[src/rtl/bp_common_pkg.sv]
// Shared dcache definitions: FSM state, wbuf entry layout and the bank-rotation
// mapping that both the dcache read path and the wbuf drain use.
package bp_common_pkg;

  typedef enum logic {
    e_wbuf_drain_idle = 1'b0,
    e_wbuf_drain_req  = 1'b1
  } wbuf_drain_state_e;

  // Packed wbuf entry is {paddr, way_id, data, mask}, MSB first.
  function automatic int unsigned wbuf_entry_width(input int unsigned paddr_width,
                                                   input int unsigned ways,
                                                   input int unsigned data_width);
    return paddr_width + $clog2(ways) + data_width + data_width / 8;
  endfunction

  // Word w of a block in way v lives in bank (v + w) mod ways.
  function automatic int unsigned bank_rotate(input int unsigned way_id,
                                              input int unsigned word,
                                              input int unsigned ways);
    return (way_id + word) % ways;
  endfunction

endpackage

[src/rtl/bp_be_dcache_wbuf_drain_starve_ctr.sv]
// Saturating request-starvation counter; clear wins over increment.
module bp_be_dcache_wbuf_drain_starve_ctr #(
  parameter int unsigned starve_limit_p = 8
) (
  input  logic clk_i,
  input  logic reset_n_i,
  input  logic inc_i,
  input  logic clr_i,
  output logic sat_o
);

  localparam int unsigned cnt_w = $clog2(starve_limit_p + 1);
  localparam logic [cnt_w-1:0] limit_lp = cnt_w'(starve_limit_p);

  logic [cnt_w-1:0] count_reg;

  always_ff @(posedge clk_i or negedge reset_n_i) begin
    if (!reset_n_i) begin
      count_reg <= '0;
    end else if (clr_i) begin
      count_reg <= '0;
    end else if (inc_i && (count_reg != limit_lp)) begin
      count_reg <= count_reg + 1'b1;
    end
  end

  assign sat_o = (count_reg == limit_lp);

endmodule

[src/rtl/bp_be_dcache_wbuf_drain.sv]
// Drains committed wbuf stores into banked data-SRAM writes, holding one entry
// until the data-mem arbiter grants it and flagging starvation.
module bp_be_dcache_wbuf_drain
  import bp_common_pkg::*;
#(
  parameter int unsigned data_width_p   = 64,
  parameter int unsigned paddr_width_p  = 56,
  parameter int unsigned ways_p         = 8,
  parameter int unsigned sets_p         = 64,
  parameter int unsigned starve_limit_p = 8,
  localparam int unsigned mask_w        = data_width_p / 8,
  localparam int unsigned way_id_w      = $clog2(ways_p),
  localparam int unsigned index_w       = $clog2(sets_p),
  localparam int unsigned entry_w       = wbuf_entry_width(paddr_width_p, ways_p, data_width_p)
) (
  input  logic                             clk_i,
  input  logic                             reset_n_i,
  input  logic                             v_i,
  input  logic [entry_w-1:0]               wbuf_entry_i,
  output logic                             yumi_o,
  output logic                             data_mem_v_o,
  input  logic                             data_mem_yumi_i,
  output logic [index_w-1:0]               data_mem_index_o,
  output logic [ways_p-1:0]                data_mem_bank_mask_o,
  output logic [ways_p*data_width_p-1:0]   data_mem_data_o,
  output logic [ways_p*mask_w-1:0]         data_mem_wmask_o,
  output logic                             priority_o,
  output logic                             idle_o
);

  localparam int unsigned byte_off_w = $clog2(mask_w);
  localparam int unsigned word_off_w = $clog2(ways_p);

  wbuf_drain_state_e        state_reg;
  logic [paddr_width_p-1:0] paddr_reg;
  logic [way_id_w-1:0]      way_reg;
  logic [data_width_p-1:0]  data_reg;
  logic [mask_w-1:0]        mask_reg;

  logic [paddr_width_p-1:0] in_paddr;
  logic [way_id_w-1:0]      in_way;
  logic [data_width_p-1:0]  in_data;
  logic [mask_w-1:0]        in_mask;

  assign in_mask  = wbuf_entry_i[0 +: mask_w];
  assign in_data  = wbuf_entry_i[mask_w +: data_width_p];
  assign in_way   = wbuf_entry_i[mask_w + data_width_p +: way_id_w];
  assign in_paddr = wbuf_entry_i[mask_w + data_width_p + way_id_w +: paddr_width_p];

  logic held_v;
  logic grant;
  logic accept;

  assign held_v = (state_reg == e_wbuf_drain_req);
  assign grant  = held_v & data_mem_yumi_i;
  // A new entry is taken only when nothing is held or the held one leaves now.
  assign accept = v_i & (~held_v | data_mem_yumi_i);

  always_ff @(posedge clk_i or negedge reset_n_i) begin
    if (!reset_n_i) begin
      state_reg <= e_wbuf_drain_idle;
      paddr_reg <= '0;
      way_reg   <= '0;
      data_reg  <= '0;
      mask_reg  <= '0;
    end else begin
      case (state_reg)
        e_wbuf_drain_idle: if (v_i) state_reg <= e_wbuf_drain_req;
        e_wbuf_drain_req:  if (grant && !v_i) state_reg <= e_wbuf_drain_idle;
        default:           state_reg <= e_wbuf_drain_idle;
      endcase
      if (accept) begin
        paddr_reg <= in_paddr;
        way_reg   <= in_way;
        data_reg  <= in_data;
        mask_reg  <= in_mask;
      end
    end
  end

  logic [word_off_w-1:0] word;
  logic [way_id_w-1:0]   bank;

  assign word = paddr_reg[byte_off_w +: word_off_w];
  assign bank = way_id_w'(bank_rotate(32'(way_reg), 32'(word), ways_p));

  assign data_mem_v_o     = held_v;
  assign data_mem_index_o = paddr_reg[byte_off_w + word_off_w +: index_w];

  for (genvar gi = 0; gi < int'(ways_p); gi++) begin : g_lane
    logic lane_sel;
    assign lane_sel = held_v & (bank == way_id_w'(gi));
    assign data_mem_bank_mask_o[gi]                   = lane_sel;
    assign data_mem_data_o[gi*data_width_p +: data_width_p] = data_reg;
    assign data_mem_wmask_o[gi*mask_w +: mask_w]      = lane_sel ? mask_reg : '0;
  end

  // Combinational handshakes are gated so every output reads 0 during reset.
  assign yumi_o = reset_n_i & accept;
  assign idle_o = reset_n_i & ~held_v & ~v_i;

  bp_be_dcache_wbuf_drain_starve_ctr #(
    .starve_limit_p(starve_limit_p)
  ) starve_ctr (
    .clk_i    (clk_i),
    .reset_n_i(reset_n_i),
    .inc_i    (held_v & ~data_mem_yumi_i),
    .clr_i    (~held_v | data_mem_yumi_i),
    .sat_o    (priority_o)
  );

endmodule

[config.mk]
export PLATFORM = sky130hd
export DESIGN_NAME = bp_be_dcache_wbuf_drain
export DESIGN_NICKNAME = d
export VERILOG_FILES = /design/src/rtl/bp_common_pkg.sv /design/src/rtl/bp_be_dcache_wbuf_drain_starve_ctr.sv /design/src/rtl/bp_be_dcache_wbuf_drain.sv
export SDC_FILE = /design/constraint.sdc
export NUM_CORES = 1
export LEC_CHECK = 0
export CAP_MARGIN = 10
export CORE_AREA = 2 2 284 286
export CTS_CLUSTER_DIAMETER = 80
export DETAILED_ROUTE_END_ITERATION = 10
export DIE_AREA = 0 0 286 288
export GPL_TIMING_DRIVEN = 0
export PLACE_DENSITY = 0.41
export SKIP_CTS_REPAIR_TIMING = 1
export SLEW_MARGIN = 0
export SYNTH_ARGS = -nofsm -noshare
export SYNTH_HDL_FRONTEND = slang
export SYNTH_SLANG_ARGS = --single-unit
[constraint.sdc]
create_clock -name clk_i -period 2.9 [get_ports clk_i]
set_clock_uncertainty 0.1 [all_clocks]
set_input_delay 0.58 -clock clk_i [delete_from_list [all_inputs] [get_ports clk_i]]
set_output_delay 0.58 -clock clk_i [all_outputs]
set_load 0.05 [all_outputs]
==> key figures, run 1 <==
Timing
  • Final setup fails: between 70 and 80
  • WHS: between 0.006 and 0.007 ns
  • Worst-Margin Slew: between 0.6 and 0.7 ns
  • Final Hold Vio Count: 0
  • Setup ws final: -0.293 ns
  • Fmax: 313 MHz
  • Slew Limit Fails: 0
  • RSZ-0062 raised after global routing: yes
  • Tmin final: 3.19 ns
  • Final worst-path cycle share: 1.10
  • Slew margin rel.: 0.558

Synthesis
  • Yosys warnings: 0
  • Synth Cell Area: 7460 µm²
  • Synth top cells by count: buf_4 (469), dfrtp_1 (89), mux2_2 (84), and2_1 (64), inv_1 (6)
  • #FFs+latches synth: just under 90
  • Syn avg cell area: between 9 and 10 µm²
  • Largest cells by area after synthesis: buf_4 (47%), dfrtp_1 (30%), mux2_2 (13%), and2_1 (5.4%), nor3_4 (0.87%)
  • Syn Inst Count: about 750
  • Syn_nets: 888
  • Most common cell in the synthesized netlist: buf_4
  • FFs w/ async S/R, synth: 1.00
  • Area leader, netlist: buf_4
  • Seq/Total Area, Yosys: 0.299
  • Distinct cells, synth: 25
  • Post-synth EDFFs: 0
  • Synth top area share: 0.472
  • Ys flop type: dfrtp_1

Global route
  • Initial antenna violation count: 1
  • Met1 usage: 0.0658
  • Grt met3 use: 0.0259
  • Total gr overflow: 0
  • Largest net degree at the start of global routing: 48
  • First-pass GRT wire length: between 40 and 50 mm
  • Gr usage total: 0.0698
  • Vias in the first global route: approximately 6,700
  • Global route hottest layer: met2
  • GR Util met2: 0.140

Critical path
  • Critical path arrival: roughly 2.5 ns
  • CP Launch Type: flip-flop
  • Buf/Inv on CP: 4
  • CP cell instances: ha_2 > inv_2 > fa_2 > nand2b_4 > nor3_4 > buf_12 > buf_12 > and2_4 > buf_8
  • Worst Path Required: about 2.2 ns
  • CP Capture Type: output pin
  • CP max FO: 5
  • Crit-path slowest cell: fa_2
  • Largest stage delay, worst path: 0.47 ns
  • Reg2reg setup slack: approximately 0.58 ns
  • CP Class: reg -> out
  • Worst path most repeated cell: buf_12
  • CP top delay family: adder cells

Floorplanning
  • Die width: around 290 µm
  • I/O pins: about 730
  • Die ar.: 82,400 µm²
  • Core area: approximately 80,000 µm²
  • Die Y: ~290 µm
  • Row count: around 100
  • Initial core utilization: 0.0936

Job
  • Max-Cap Viols: 0

Run status
  • Failing checks: negative setup slack
  • Status: finished with violations

Finish
  • Area delta synth->final: 121%
  • Fill cell count: between 8,000 and 9,000
  • Net count, final: between 1,500 and 2,000
  • Max reg flops: 64
  • Fraction of layout cells with a size suffix above 1: 0.485
  • Post-route cell area: between 15,000 and 20,000 µm²
  • Diode count: 0

Placement
  • Placer Congestion: about 0.75
  • Hpwl dp: roughly 25 mm
  • Port Buffers: approximately 680
  • Placed inst area: 15,600 µm²

Detailed routing
  • Final WL: 31.2 mm
  • Routed wire per std cell: 12.4 µm
  • Final ANT Viol Nets: 0
  • Vias per cell: about 2.7
  • First-pass DRT Iterations: 4
  • Number of remaining DRC errors: 0
  • Initial drt markers: 90
  • Via count: slightly below 7,000

Pwr
  • Worst VDD drop: 0.297 mV
  • Pleak: 7.26 nW
  • P per Cell Area: roughly 760 nW/µm²

Clock tree
  • Worst-Skew Late Latency: between 0.3 and 0.4 ns
  • CTS Sinks: between 80 and 90
  • H-Tree Level Count: 3
  • Clock transition at path regs: 0.08 ns
  • TritonCTS clock tree: done
  • Root buf cell: clkbuf_16
  • CTS Buf Count: 9
  • Clk buf depth: 2

Worst hold path
  • Path type of the worst min-delay path: in -> async
-- area by class of cell --
type	count	area, µm²	area share
Multi-Input combinational cell	182	1790	0.109
Clock buffer	11	253	0.0153
Inverter	6	22.5	0.00137
Timing Repair Buffer	696	7260	0.440
Sequential cell	89	2230	0.135
Tap cell	1060	1330	0.0804
Clock inverter	5	61.3	0.00372
Buffer	473	3560	0.216
-- kinds of logic (layout without fill, tap and decap cells) --
logic type,after synthesis,in the layout,synth area share
buf+inv,479,1191,0.479
mux,85,85,0.128
fa+ha+maj,4,4,0.00772
xor+xnor,5,5,0.0101
flops,89,89,0.299
simple gates,87,88,0.0765
-- final timing paths --
kind,startpoint,to,depth (start not counted)
max,paddr_reg[3]$_DFFE_PN0N_,data_mem_wmask_o[17],9
min,reset_n_i,data_reg[23]$_DFFE_PN0N_,1
max reg2reg,data_mem_v_o$_DFF_PN0_,mask_reg[2]$_DFFE_PN0N_,5
min reg2reg,way_reg[1]$_DFFE_PN0N_,way_reg[1]$_DFFE_PN0N_,1
max in group asynchronous,reset_n_i,data_reg[13]$_DFFE_PN0N_,2
min in group clk_i,way_reg[1]$_DFFE_PN0N_,way_reg[1]$_DFFE_PN0N_,1
-- per-layer routing --
layer,share of wire,routed length (µm),vias up
met2,0.57,17700,355
met5,0,0,-
met4,0.013,409,0
met3,0.093,2900,17
li1,-,-,3310
met1,0.33,10100,3143
-- power breakdown --
group | switching [W] | internal [W]
logic | 0.00557 | 0.00373
clock network | 0.000621 | 0.000723
registers | 0.000427 | 0.00141
total | 0.00661 | 0.00587
-- per-stage QoR --
step	cells	setup WS, ns	power (W)	TNS [ns]	utilization
CTS	2507	-1.14	0.0123	-69.43	0.200
floorplan	749	0.261	0.00799	0	-
detailed placement	2491	-0.681	0.0108	-35.98	0.196
global route	2522	-0.398	0.0130	-18.92	0.207
finish	2522	-0.293	0.0125	-11.41	0.207
global placement	2490	-3.71	0.0108	-304.96	0.196
-- cell usage in the layout, fill, tap and decap left out, drive strengths merged, types with 2 or more instances in the layout --
cell type / netlist / final
nand2: 2 / 2
xnor2: 2 / 2
ha: 3 / 3
and3: 3 / 3
inv: 6 / 7
clkbuf: 0 / 13
nor2: 5 / 6
nand3: 2 / 2
clkdlybuf4s50: 0 / 605
dlymetal6s2s: 0 / 3
nor3: 5 / 5
buf: 473 / 559
and2: 64 / 64
nand2b: 3 / 3
clkinv: 0 / 3
mux2: 84 / 84
dfrtp: 89 / 89
Note: power is estimated with default switching activity, not from simulation.
==> run 2: changes to the inputs <==
--- a/config.mk
+++ b/config.mk
@@ -10,6 +10,7 @@
 export CTS_CLUSTER_DIAMETER = 80
 export DETAILED_ROUTE_END_ITERATION = 10
 export DIE_AREA = 0 0 286 288
+export GPL_ROUTABILITY_DRIVEN = 0
 export GPL_TIMING_DRIVEN = 0
 export PLACE_DENSITY = 0.41
 export SKIP_CTS_REPAIR_TIMING = 1
==> results of run 2 <==
The final DEF is identical to that of run 1; final timing and power are the same.
==> run 3: changes to the inputs <==
--- a/config.mk
+++ b/config.mk
@@ -7,7 +7,7 @@
 export LEC_CHECK = 0
 export CAP_MARGIN = 10
 export CORE_AREA = 2 2 284 286
-export CTS_CLUSTER_DIAMETER = 80
+export CTS_CLUSTER_DIAMETER = 200
 export DETAILED_ROUTE_END_ITERATION = 10
 export DIE_AREA = 0 0 286 288
 export GPL_ROUTABILITY_DRIVEN = 0
==> results of run 3 <==
The final DEF is identical to that of run 1; final timing and power are the same.
